===== src/rtl/irq_sequencer.sv =====
// irq_sequencer: interrupt sequencer for the pipelined 8-bit core.
// Latches request lines, applies an enable mask and fixed priority (bit 0
// highest), freezes fetch while EX/DM/WB drain, then redirects the PC to a
// per-line vector. A retired return-from-interrupt restores the saved PC.
// Optional feature: define IRQ_EDGE_EN for rising-edge request capture
// (a held-high line requests once); otherwise requests are level captured.
module irq_sequencer #(
  parameter int                NUM_IRQ      = 4,
  parameter int                ADDR_W       = 8,
  parameter int                DRAIN_CYCLES = 3,
  parameter logic [ADDR_W-1:0] VEC_BASE     = 8'hF0,
  parameter int                VEC_STRIDE   = 4
) (
  input  logic               clk,
  input  logic               reset,
  input  logic [NUM_IRQ-1:0] irq_in,
  input  logic               en_wr,
  input  logic [NUM_IRQ-1:0] en_data,
  input  logic [ADDR_W-1:0]  cur_addr,
  input  logic               reti,
  output logic               stall,
  output logic               flush,
  output logic               pc_load,
  output logic [ADDR_W-1:0]  pc_load_addr,
  output logic               irq_active,
  output logic [2:0]         irq_id,
  output logic [NUM_IRQ-1:0] pending,
  output logic [ADDR_W-1:0]  epc
);

  localparam int CNT_W = (DRAIN_CYCLES > 1) ? $clog2(DRAIN_CYCLES) : 1;
  localparam logic [CNT_W-1:0] CNT_LAST = CNT_W'(DRAIN_CYCLES - 1);

  typedef enum logic [2:0] {
    S_IDLE,
    S_DRAIN,
    S_VECTOR,
    S_SERVICE,
    S_RETURN
  } state_t;

  state_t             state;
  state_t             state_nxt;
  logic [NUM_IRQ-1:0] en_reg;
  logic [CNT_W-1:0]   cnt;
  logic [NUM_IRQ-1:0] capture;
  logic [NUM_IRQ-1:0] eligible;
  logic [NUM_IRQ-1:0] pending_nxt;
  logic [2:0]         winner;
  logic [ADDR_W-1:0]  vec_addr;
  logic               stall_d;
  logic               flush_d;
  logic               pc_load_d;
  logic               irq_active_d;
  logic [ADDR_W-1:0]  pc_load_addr_d;

`ifdef IRQ_EDGE_EN
  logic [NUM_IRQ-1:0] irq_q;

  // Previous-cycle copy of the request lines for rising-edge detection
  always_ff @(posedge clk) begin
    if (reset) begin
      irq_q <= '0;
    end else begin
      irq_q <= irq_in;
    end
  end

  // A line requests only on a 0->1 transition
  always_comb begin
    capture = irq_in & ~irq_q;
  end
`else
  // A line requests whenever it is high
  always_comb begin
    capture = irq_in;
  end
`endif

  // Eligible requests, fixed-priority winner and its vector address
  always_comb begin
    eligible = pending & en_reg;
    winner   = '0;
    for (int i = NUM_IRQ - 1; i >= 0; i--) begin
      if (eligible[i]) winner = 3'(i);
    end
    vec_addr = ADDR_W'(32'(VEC_BASE) + 32'(irq_id) * 32'(VEC_STRIDE));
  end

  // Request latch update; the VECTOR-cycle clear beats a same-cycle set
  always_comb begin
    pending_nxt = pending | capture;
    if (state == S_VECTOR) begin
      for (int i = 0; i < NUM_IRQ; i++) begin
        if (irq_id == 3'(i)) pending_nxt[i] = 1'b0;
      end
    end
  end

  // Next-state selection; RETURN always passes through IDLE before re-acceptance
  always_comb begin
    state_nxt = state;
    case (state)
      S_IDLE:    if (|eligible) state_nxt = S_DRAIN;
      S_DRAIN:   if (cnt == CNT_LAST) state_nxt = S_VECTOR;
      S_VECTOR:  state_nxt = S_SERVICE;
      S_SERVICE: if (reti) state_nxt = S_RETURN;
      S_RETURN:  state_nxt = S_IDLE;
      default:   state_nxt = S_IDLE;
    endcase
  end

  // Output decode of the upcoming state so outputs leave the flops aligned with it
  always_comb begin
    stall_d        = 1'b0;
    flush_d        = 1'b0;
    pc_load_d      = 1'b0;
    irq_active_d   = 1'b0;
    pc_load_addr_d = '0;
    case (state_nxt)
      S_DRAIN: stall_d = 1'b1;
      S_VECTOR: begin
        stall_d        = 1'b1;
        flush_d        = 1'b1;
        pc_load_d      = 1'b1;
        irq_active_d   = 1'b1;
        pc_load_addr_d = vec_addr;
      end
      S_SERVICE: irq_active_d = 1'b1;
      S_RETURN: begin
        flush_d        = 1'b1;
        pc_load_d      = 1'b1;
        irq_active_d   = 1'b1;
        pc_load_addr_d = epc;
      end
      default: ;
    endcase
  end

  // Sequencer state, request latch, mask, saved context and registered outputs
  always_ff @(posedge clk) begin
    if (reset) begin
      state        <= S_IDLE;
      pending      <= '0;
      en_reg       <= '0;
      epc          <= '0;
      irq_id       <= '0;
      cnt          <= '0;
      stall        <= 1'b0;
      flush        <= 1'b0;
      pc_load      <= 1'b0;
      irq_active   <= 1'b0;
      pc_load_addr <= '0;
    end else begin
      state   <= state_nxt;
      pending <= pending_nxt;
      if (en_wr) en_reg <= en_data;
      if (state == S_IDLE && |eligible) begin
        irq_id <= winner;
        epc    <= cur_addr;
        cnt    <= '0;
      end else if (state == S_DRAIN && cnt != CNT_LAST) begin
        cnt <= cnt + 1'b1;
      end
      stall        <= stall_d;
      flush        <= flush_d;
      pc_load      <= pc_load_d;
      irq_active   <= irq_active_d;
      pc_load_addr <= pc_load_addr_d;
    end
  end

endmodule


===== config.mk =====
export PLATFORM = sky130hd
export DESIGN_NAME = irq_sequencer
export DESIGN_NICKNAME = d
export VERILOG_FILES = /design/src/rtl/irq_sequencer.sv
export SDC_FILE = /design/constraint.sdc
export NUM_CORES = 1
export LEC_CHECK = 0
export CAP_MARGIN = 10
export CORE_UTILIZATION = 43
export CTS_CLUSTER_DIAMETER = 100
export DETAILED_ROUTE_END_ITERATION = 8
export PLACE_DENSITY = 0.87
export SLEW_MARGIN = 10
export SYNTH_ARGS = -nofsm -noshare
export SYNTH_HDL_FRONTEND = slang
export SYNTH_SLANG_ARGS = --single-unit

===== constraint.sdc =====
create_clock -name clk -period 1.8 [get_ports clk]
set_clock_uncertainty 0.2 [all_clocks]
set_input_delay 0.18 -clock clk [delete_from_list [all_inputs] [get_ports clk]]
set_output_delay 0.18 -clock clk [all_outputs]
set_load 0.03 [all_outputs]

=== Word-level counts from Yosys, hierarchy flattened ===
Index checks and enable logic that the tools add are counted.

* Register bits after elaboration: 35
* Input bits: 20
* Output and inout bits: 27

* $add $sub $neg: 2
* Eq/ne operators: 12
* Multiplexer cells: 17
* Bitwise operators: 2
* Reductions and logical operators: 9

{| class="wikitable"
|+ Operator list
! cell !! count
|-
| 3-bit by 2-bit == test with 1-bit output (second input constant) || 6
|-
| 3-bit 2-to-1 mux || 6
|-
| 8-bit case mux with 2 select lines || 1
|-
| 3-bit case mux with 4 select lines || 1
|-
| 3-bit by 1-bit == test with 1-bit output (second input constant) || 3
|-
| 8-bit by 5-bit adder with 8-bit output (first input constant) || 1
|-
| 1-bit 2-to-1 mux || 7
|-
| 3-bit zero test || 2
|-
| 2-bit OR reduction || 3
|-
| 4-bit bitwise AND || 1
|-
| 4-bit 2-to-1 mux || 1
|-
| 4-bit bitwise OR || 1
|-
| 4-bit OR reduction || 1
|-
| 3-bit == test (second input constant) || 1
|-
| 3-bit OR reduction || 1
|-
| 2-bit by 1-bit adder with 2-bit output (second input constant) || 1
|-
| 2-bit == test (second input constant) || 1
|-
| 1-bit logical AND || 2
|-
| 2-bit 2-to-1 mux || 1
|-
| 2-bit inequality test (second input constant) || 1
|}

=== Depth between registers and ports, before layout ===
Gate-level depths: netlist of the first run.

* Depth after elaboration: 7
* Mapped depth: 6

=== Least setup slack after synthesis of the first run ===
Ideal clock, no wire load.

* Path type: register to register
* Start point: reg pending[2]
* End point: reg epc[5]
* Setup time: 128 ps
* Data arrival time: 1286 ps
* Required time: 1472 ps
* Path slack: 186 ps
* Stages on the path, launching flop included: 6
* Path buffers: 1
* Period minus slack after synthesis: 1614 ps
* Path through: dfxtp_1 -> a22o_1 -> o21a_4 -> buf_6 -> mux2i_1 -> nor2_1

* Longest elaborated chain between the ends: 3

{| class="wikitable"
|+ Ends and longest elaborated chain
! item !! line !! source
|-
| start, declared || 27 || <nowiki>output logic [NUM_IRQ-1:0] pending,</nowiki>
|-
| start signal, assigned || 156 || <nowiki>pending <= pending_nxt;</nowiki>
|-
| 4-bit bitwise AND || 82 || <nowiki>eligible = pending & en_reg;</nowiki>
|-
| 4-bit OR reduction || 158 || <nowiki>if (state == S_IDLE && |eligible) begin</nowiki>
|-
| 1-bit logical AND || 158 ||
|-
| end signal, assigned || 160 || <nowiki>epc <= cur_addr;</nowiki>
|-
| end, declared || 28 || <nowiki>output logic [ADDR_W-1:0] epc</nowiki>
|}

No other way between the ends.
A chain may end at the register's enable or synchronous reset.

=== Final worst setup path of the first run ===
* Start point: reg epc[5]
* End point: out epc[5]

No word-level cell between the ends.

==> results of run 1 <==
-- layer usage --
metal | vias up | track usage [%] | wire [µm]
li1 | 548 | - | -
met1 | 500 | 21.79 | 1215
met2 | 27 | 31.43 | 1432
met3 | 8 | 5.442 | 138
met4 | 0 | 10.45 | 55
met5 | - | 0 | 0
-- metrics by stage --
| step | hold WS [ns] | TNS (ns) | total power [mW] | cell area [µm²] |
|---|---|---|---|---|
| floorplan | 0.1272 | 0 | 1.032 | 1301 |
| global placement | 0.2769 | 0 | 1.137 | 1764 |
| detailed placement | 0.2796 | -0.02346 | 1.146 | 1764 |
| CTS | 0.2140 | 0 | 1.871 | 1883 |
| global route | 0.2255 | 0 | 1.938 | 1916 |
| finish | 0.2093 | 0 | 1.868 | 1916 |
-- what timing repair did --
action                                  in CTS  in global routing
pin swaps                                    0                  2
buffers inserted                             0                  1
resized for setup                            5                 10
endpoints found under the setup margin       4                 11
-- logic make-up (layout without fill, tap and decap cells) --
| family | Yosys count | in the layout |
|---|---|---|
| adder cells (fa/ha/maj) | 1 | 1 |
| other | 1 | 1 |
| flip-flops | 34 | 34 |
| AND/OR/NAND/NOR | 50 | 50 |
| XOR/XNOR | 1 | 1 |
| AO/OA/AOI/OAI | 19 | 19 |
| buffers and inverters | 13 | 62 |
| multiplexers | 13 | 13 |
-- area by class of cell --
type | count | area, µm²
fillers | 221 | 889.6
clock buffers | 6 | 51.30
inverters | 4 | 15.01
multi-input cells | 85 | 560.5
well taps | 31 | 38.79
flip-flops and latches | 34 | 680.7
repair buffers | 50 | 509.2
clock inverters | 2 | 60.06
-- power groups by stage --
stage	sequential, mW	clock (mW)	combinational, mW
floorplan	0.885	0	0.147
global placement	0.847	0	0.289
detailed placement	0.849	0	0.297
CTS	0.833	0.735	0.303
global route	0.839	0.772	0.327
finish	0.833	0.732	0.303
-- synth_stat cells --
cell       number  area [µm²]
nor4_1          1       6.260
inv_1           4       15.01
buf_4           4       30.03
nor2_1         30       112.6
a211oi_1        3       22.52
a311oi_1        2       17.52
nor3_1          4       20.02
buf_6           1       11.26
clkbuf_1        3       11.26
nand2b_1        2       12.51
dfxtp_1        34       680.7
a32o_1          1       10.01
mux2i_1        12       120.1
or2_2           1       6.260
xnor2_1         1       8.760
nand3_1         2       10.01
o21a_4          1       15.01
mux2_1          1       11.26
o21ba_1         1       10.01
o31ai_2         1       12.51
and2_1          3       18.77
conb_1          1       3.750
a21oi_1         4       20.02
buf_1           1       3.750
a22o_1          2       17.52
nand2_1         4       15.01
nor3_2          2       20.02
a22oi_1         2       15.01
a2111oi_1       1       10.01
o21ai_0         1       5.000
nor3_4          1       16.27
ha_1            1       12.51
-- final timing paths --
kind                                           from                          to  slack [ns]
worst max register to register  cnt[0]$_SDFFE_PP0P_         cnt[1]$_SDFFE_PP0P_        0.13
worst min register to register  epc[5]$_SDFFE_PP0P_  pc_load_addr[5]$_SDFF_PP0_        0.31
worst max-delay path            epc[5]$_SDFFE_PP0P_                      epc[5]        0.04
worst min-delay path                      irq_in[1]       pending[1]$_SDFF_PP0_        0.21
-- worst min-delay path, stage by stage --
cell	delay [ns]
clkdlybuf4s50_1	0.40
nor2_1	0.08
a211oi_1	0.05
==> flow_summary.toml, run 1 <==
[status]
outcome = "finished with violations"
violations = "DRC"

[final_layout]
antenna_cells = 0
area_growth_pct = 47.21
final_nets = 201
final_cell_mix = "34 x dfxtp_1, 32 x clkdlybuf4s50_1, 30 x nor2_1, 12 x mux2i_1, 10 x dlymetal6s2s_1"
fin_cells = 212
mostFrequentLayoutCell = "dfxtp_1"
top_regs = "epc: 8 flops, pc_load_addr: 8 flops"
drive_above_1_share_pct = 11.05
post-route-util_pct = 68.29

[drt]
dr.first_iter.drc_count = 27
vias = 1083
antenna_left = 0
drcViolationCount = 2
via_per_inst = 5.108
wire_per_inst_um = 13.41
drt_wl_total_mm = 2.842
dr.pass1.iters = 6

[synthesis]
synth.yosys.seq_area_share_pct = 52.31
ys_ff_latch = 34
yosysWarnings = 0
synth_top_family_by_area = "simple AND/OR/NAND/NOR gates"
synthAdderAreaFrac_pct = 0.9615
synth.distinct_cells = 32
syn_area_um2 = 1301
syn-num-nets = 153
synthXorXnorAreaFrac_pct = 0.6731
yosys.area_share.simple_pct = 18.27
synth.avg_cell_area_um2 = 9.858
synthMuxAreaShare_pct = 10.10
syn_inst = 132
synth_compound_area_share_pct = 11.92

[timing]
rsz0062_at_grt = "no"
layout_min_cycle_time_ns = 1.762
min_period_over_period_pct = 97.88
finalMaxSlewViolations = 0
setup_ws_ns = 0.03822
finalSetupViolCount = 0
hold_viol_final = 0
fmax_mhz = 567.6

[critical_path]
reg2regPathDepth = 6
path_class = "flop to output pin"
crit_buf_inv = 1
cp_slowest_cell = "clkdlybuf4s50_1"
crit_chain = "clkdlybuf4s50_1"
cp-end-kind = "output pin"
cp_top_family = "buffers and inverters"
cp_num_cells = 1
critPathArrivalTime_ns = 1.38
max_stage_delay_ns = 0.68
worstPathMaxFanout = 3
cp-start-kind = "flop"
required_ns = 1.42

[placement]
io_buffers = 45
hpwl_mm = 2.177
dp_cells = 203
place_ws_ns = -0.02346
place_congestion = 0.7980

[power]
power_density_nw_per_um2 = 975.3
internal_power_mw = 1.415
power_frac_seq_pct = 44.6
p_leak_nw = 0.9001
swShare_pct = 24.26
vdd_drop_max_v = 0.0006004
p_comb_share_pct = 16.2
switching_power_uw = 453.2
pwr-share-clk_pct = 39.2

[global_route]
grt_max_degree = 14
grt_usage_pct = 18.86
antenna_found_initial = 0
grt.overflow.total = 0
grt_pass1_vias = 1074
grt_pass1_wl_mm = 4.554

[cts]
cts_hold_buf = 0
cts_max_level = 2
cts-buffers-inserted = 5
clk_latency_ns = 0.34
path_clk_slew_ns = 0.11
cts_sinks = 34
cts_tree = "yes"
cts_buffer_depth = 2
ctsRootBufferMaster = "clkbuf_4"

[floorplanning]
rows = 19
initial_core_util_pct = 46.39
die_h_um = 57.01
io_pins = 47
core_um2 = 2805
fp.dieArea_um2 = 3250
dieWidth_um = 57.01

[hold_path]
min_path_type = "input pin to flop"
hold_depth = 3

[flow_run]
maxCapViolCount = 0
Power figures use the tool's default switching activity.
==> run 2: changes to the inputs <==
- CAP_MARGIN: 10 -> 20
==> results of run 2 <==
The final DEF is identical to that of run 1; final timing and power are the same.
==> run 3: changes to the inputs <==
- CORE_UTILIZATION: 43 -> 50
- DONT_BUFFER_PORTS: not set -> 1
- PLACE_DENSITY: 0.87 -> 0.75
==> run 3 against run 2 <==
The run now ends clean. Global-route usage rose by 4.2 points. Register-to-register slack better by 0.02 ns. Count of clock-buffer cells in the layout rose by 1. Combinational power is 26% lower. Critical path type is now flop to flop. Largest cell class unchanged.
==> flow_summary.toml, run 3 (synthesis results as in run 1) <==
[placement]
hpwl_mm = 1.766
place_area_um2 = 1328
io_buffers = 0
place_congestion = 0.8300

[timing]
slew_headroom_pct = 35.65
layout_min_cycle_time_ns = 1.653
fmax_mhz = 605.0
finalMaxSlewViolations = 0
rsz0062_at_grt = "no"
hold_viol_final = 0
finalSetupViolCount = 0
min_period_over_period_pct = 91.82
setup_tns_ns = 0
tightest_slew_ns = 0.9653

[drt]
drt_wl_total_mm = 2.872
dr.pass1.iters = 6
wire_per_inst_um = 15.44
dr.first_iter.drc_count = 14
drcViolationCount = 0
via_per_inst = 5.538
antenna_left = 0
vias = 1030

[power]
p_leak_nw = 0.6323
power_density_nw_per_um2 = 925.4
vdd_drop_max_v = 0.0007739

[floorplanning]
core_um2 = 2477
fp.dieArea_um2 = 2811
rows = 18
dieWidth_um = 53.02
io_pins = 47
initial_core_util_pct = 52.53
die_h_um = 53.02

[cts]
cts_max_level = 2
cts_sinks = 34
ctsRootBufferMaster = "clkbuf_4"
cts_tree = "yes"
path_clk_slew_ns = 0.10
clk_latency_ns = 0.32
cts_buffer_depth = 2
cts-buffers-inserted = 5

[global_route]
grt_max_degree = 27
grt_pass1_wl_mm = 4.450
grt_usage_pct = 23.07
antenna_found_initial = 0
grt.overflow.total = 0
grt_pass1_vias = 947

[critical_path]
path_class = "flop to flop"
critPathArrivalTime_ns = 1.62
crit_chain = "nor3_4 > o21a_4 > mux2i_1 > nor2_1"
max_stage_delay_ns = 0.43
cp-start-kind = "flop"
cp_slowest_cell = "dfxtp_1"
worstPathMaxFanout = 13
required_ns = 1.77
cp-end-kind = "flop"

[final_layout]
mostFrequentLayoutCell = "dfxtp_1"
drive_above_1_share_pct = 12.18
top_regs = "epc: 8 flops, pc_load_addr: 8 flops"
antenna_cells = 0
area_growth_pct = 21.54
final_nets = 177
post-route-util_pct = 63.84
stdcell_area_um2 = 1582
final_cell_mix = "33 x dfxtp_1, 30 x nor2_1, 19 x dlygate4sd3_1, 12 x mux2i_1, 6 x buf_4"

[flow_run]
maxCapViolCount = 0

[hold_path]
min_path_type = "input pin to flop"

[status]
outcome = "complete, no violations"
==> run 3: cell type report <==
class	count	area (µm²)
timing repair buffer	26	247.7
clock buffer	7	45.04
sequential	34	681.9
inverter	4	15.01
fill	210	895.9
multi-input combinational	85	554.3
tap	30	37.54
==> run 3: stage by stage <==
| step | worst slack, ns | power [mW] | hold WS, ns | std cells |
|---|---|---|---|---|
| 2_1_floorplan | 0.1863 | 1.032 | 0.1272 | 132 |
| 3_3_place_gp | 0.1951 | 1.044 | 0.05514 | 159 |
| 3_5_place_dp | 0.1130 | 1.052 | 0.05560 | 159 |
| 4_1_cts | 0.02698 | 1.458 | 0.04711 | 186 |
| 5_1_grt | 0.06551 | 1.521 | 0.08644 | 186 |
| 6_report | 0.1472 | 1.463 | 0.05495 | 186 |
==> run 3: worst paths after layout <==
check | from | end | slack, ns | cells past startpoint
hold reg to reg | cnt[0]$_SDFFE_PP0P_ | cnt[0]$_SDFFE_PP0P_ | 0.34 | 2
hold / removal | reti | pc_load$_SDFF_PP0_ | 0.05 | 3
setup reg to reg | state[1]$_SDFF_PP0_ | epc[6]$_SDFFE_PP0P_ | 0.15 | 4
setup / recovery | state[1]$_SDFF_PP0_ | epc[6]$_SDFFE_PP0P_ | 0.15 | 4
==> run 3: repair_timing <==
| action | 4_1_cts | 5_1_grt |
|---|---|---|
| gates resized for setup | 0 | 3 |
| endpoints found under the setup margin | 0 | 8 |
| hold endpoints to repair | 34 | 0 |
| setup buffers | 0 | 0 |
| hold buffers | 20 | 0 |
==> run 3: power breakdown <==
| group | leakage [nW] | total, mW | switching (mW) | internal, mW |
|---|---|---|---|---|
| logic | 0.329 | 0.224 | 0.113 | 0.111 |
| registers | 0.278 | 0.866 | 0.0729 | 0.794 |
| clock network | 0.0254 | 0.373 | 0.226 | 0.147 |
| total | 0.632 | 1.46 | 0.412 | 1.05 |
==> run 3: critical path: cells and delay by family (launching register included) <==
kind	cells	cell delay, ns
DFF	1	0.43
and+or+nand+nor	2	0.32
AOI/OAI and AO/OA	1	0.31
muxes	1	0.24
==> run 3: layer usage <==
| metal | track usage (%) | vias to the layer above | wire [µm] |
|---|---|---|---|
| met3 | 7.759 | 7 | 139 |
| met2 | 35.23 | 29 | 1431 |
| met5 | 0 | - | 0 |
| met1 | 28.37 | 498 | 1241 |
| li1 | - | 496 | - |
| met4 | 12.28 | 0 | 59 |
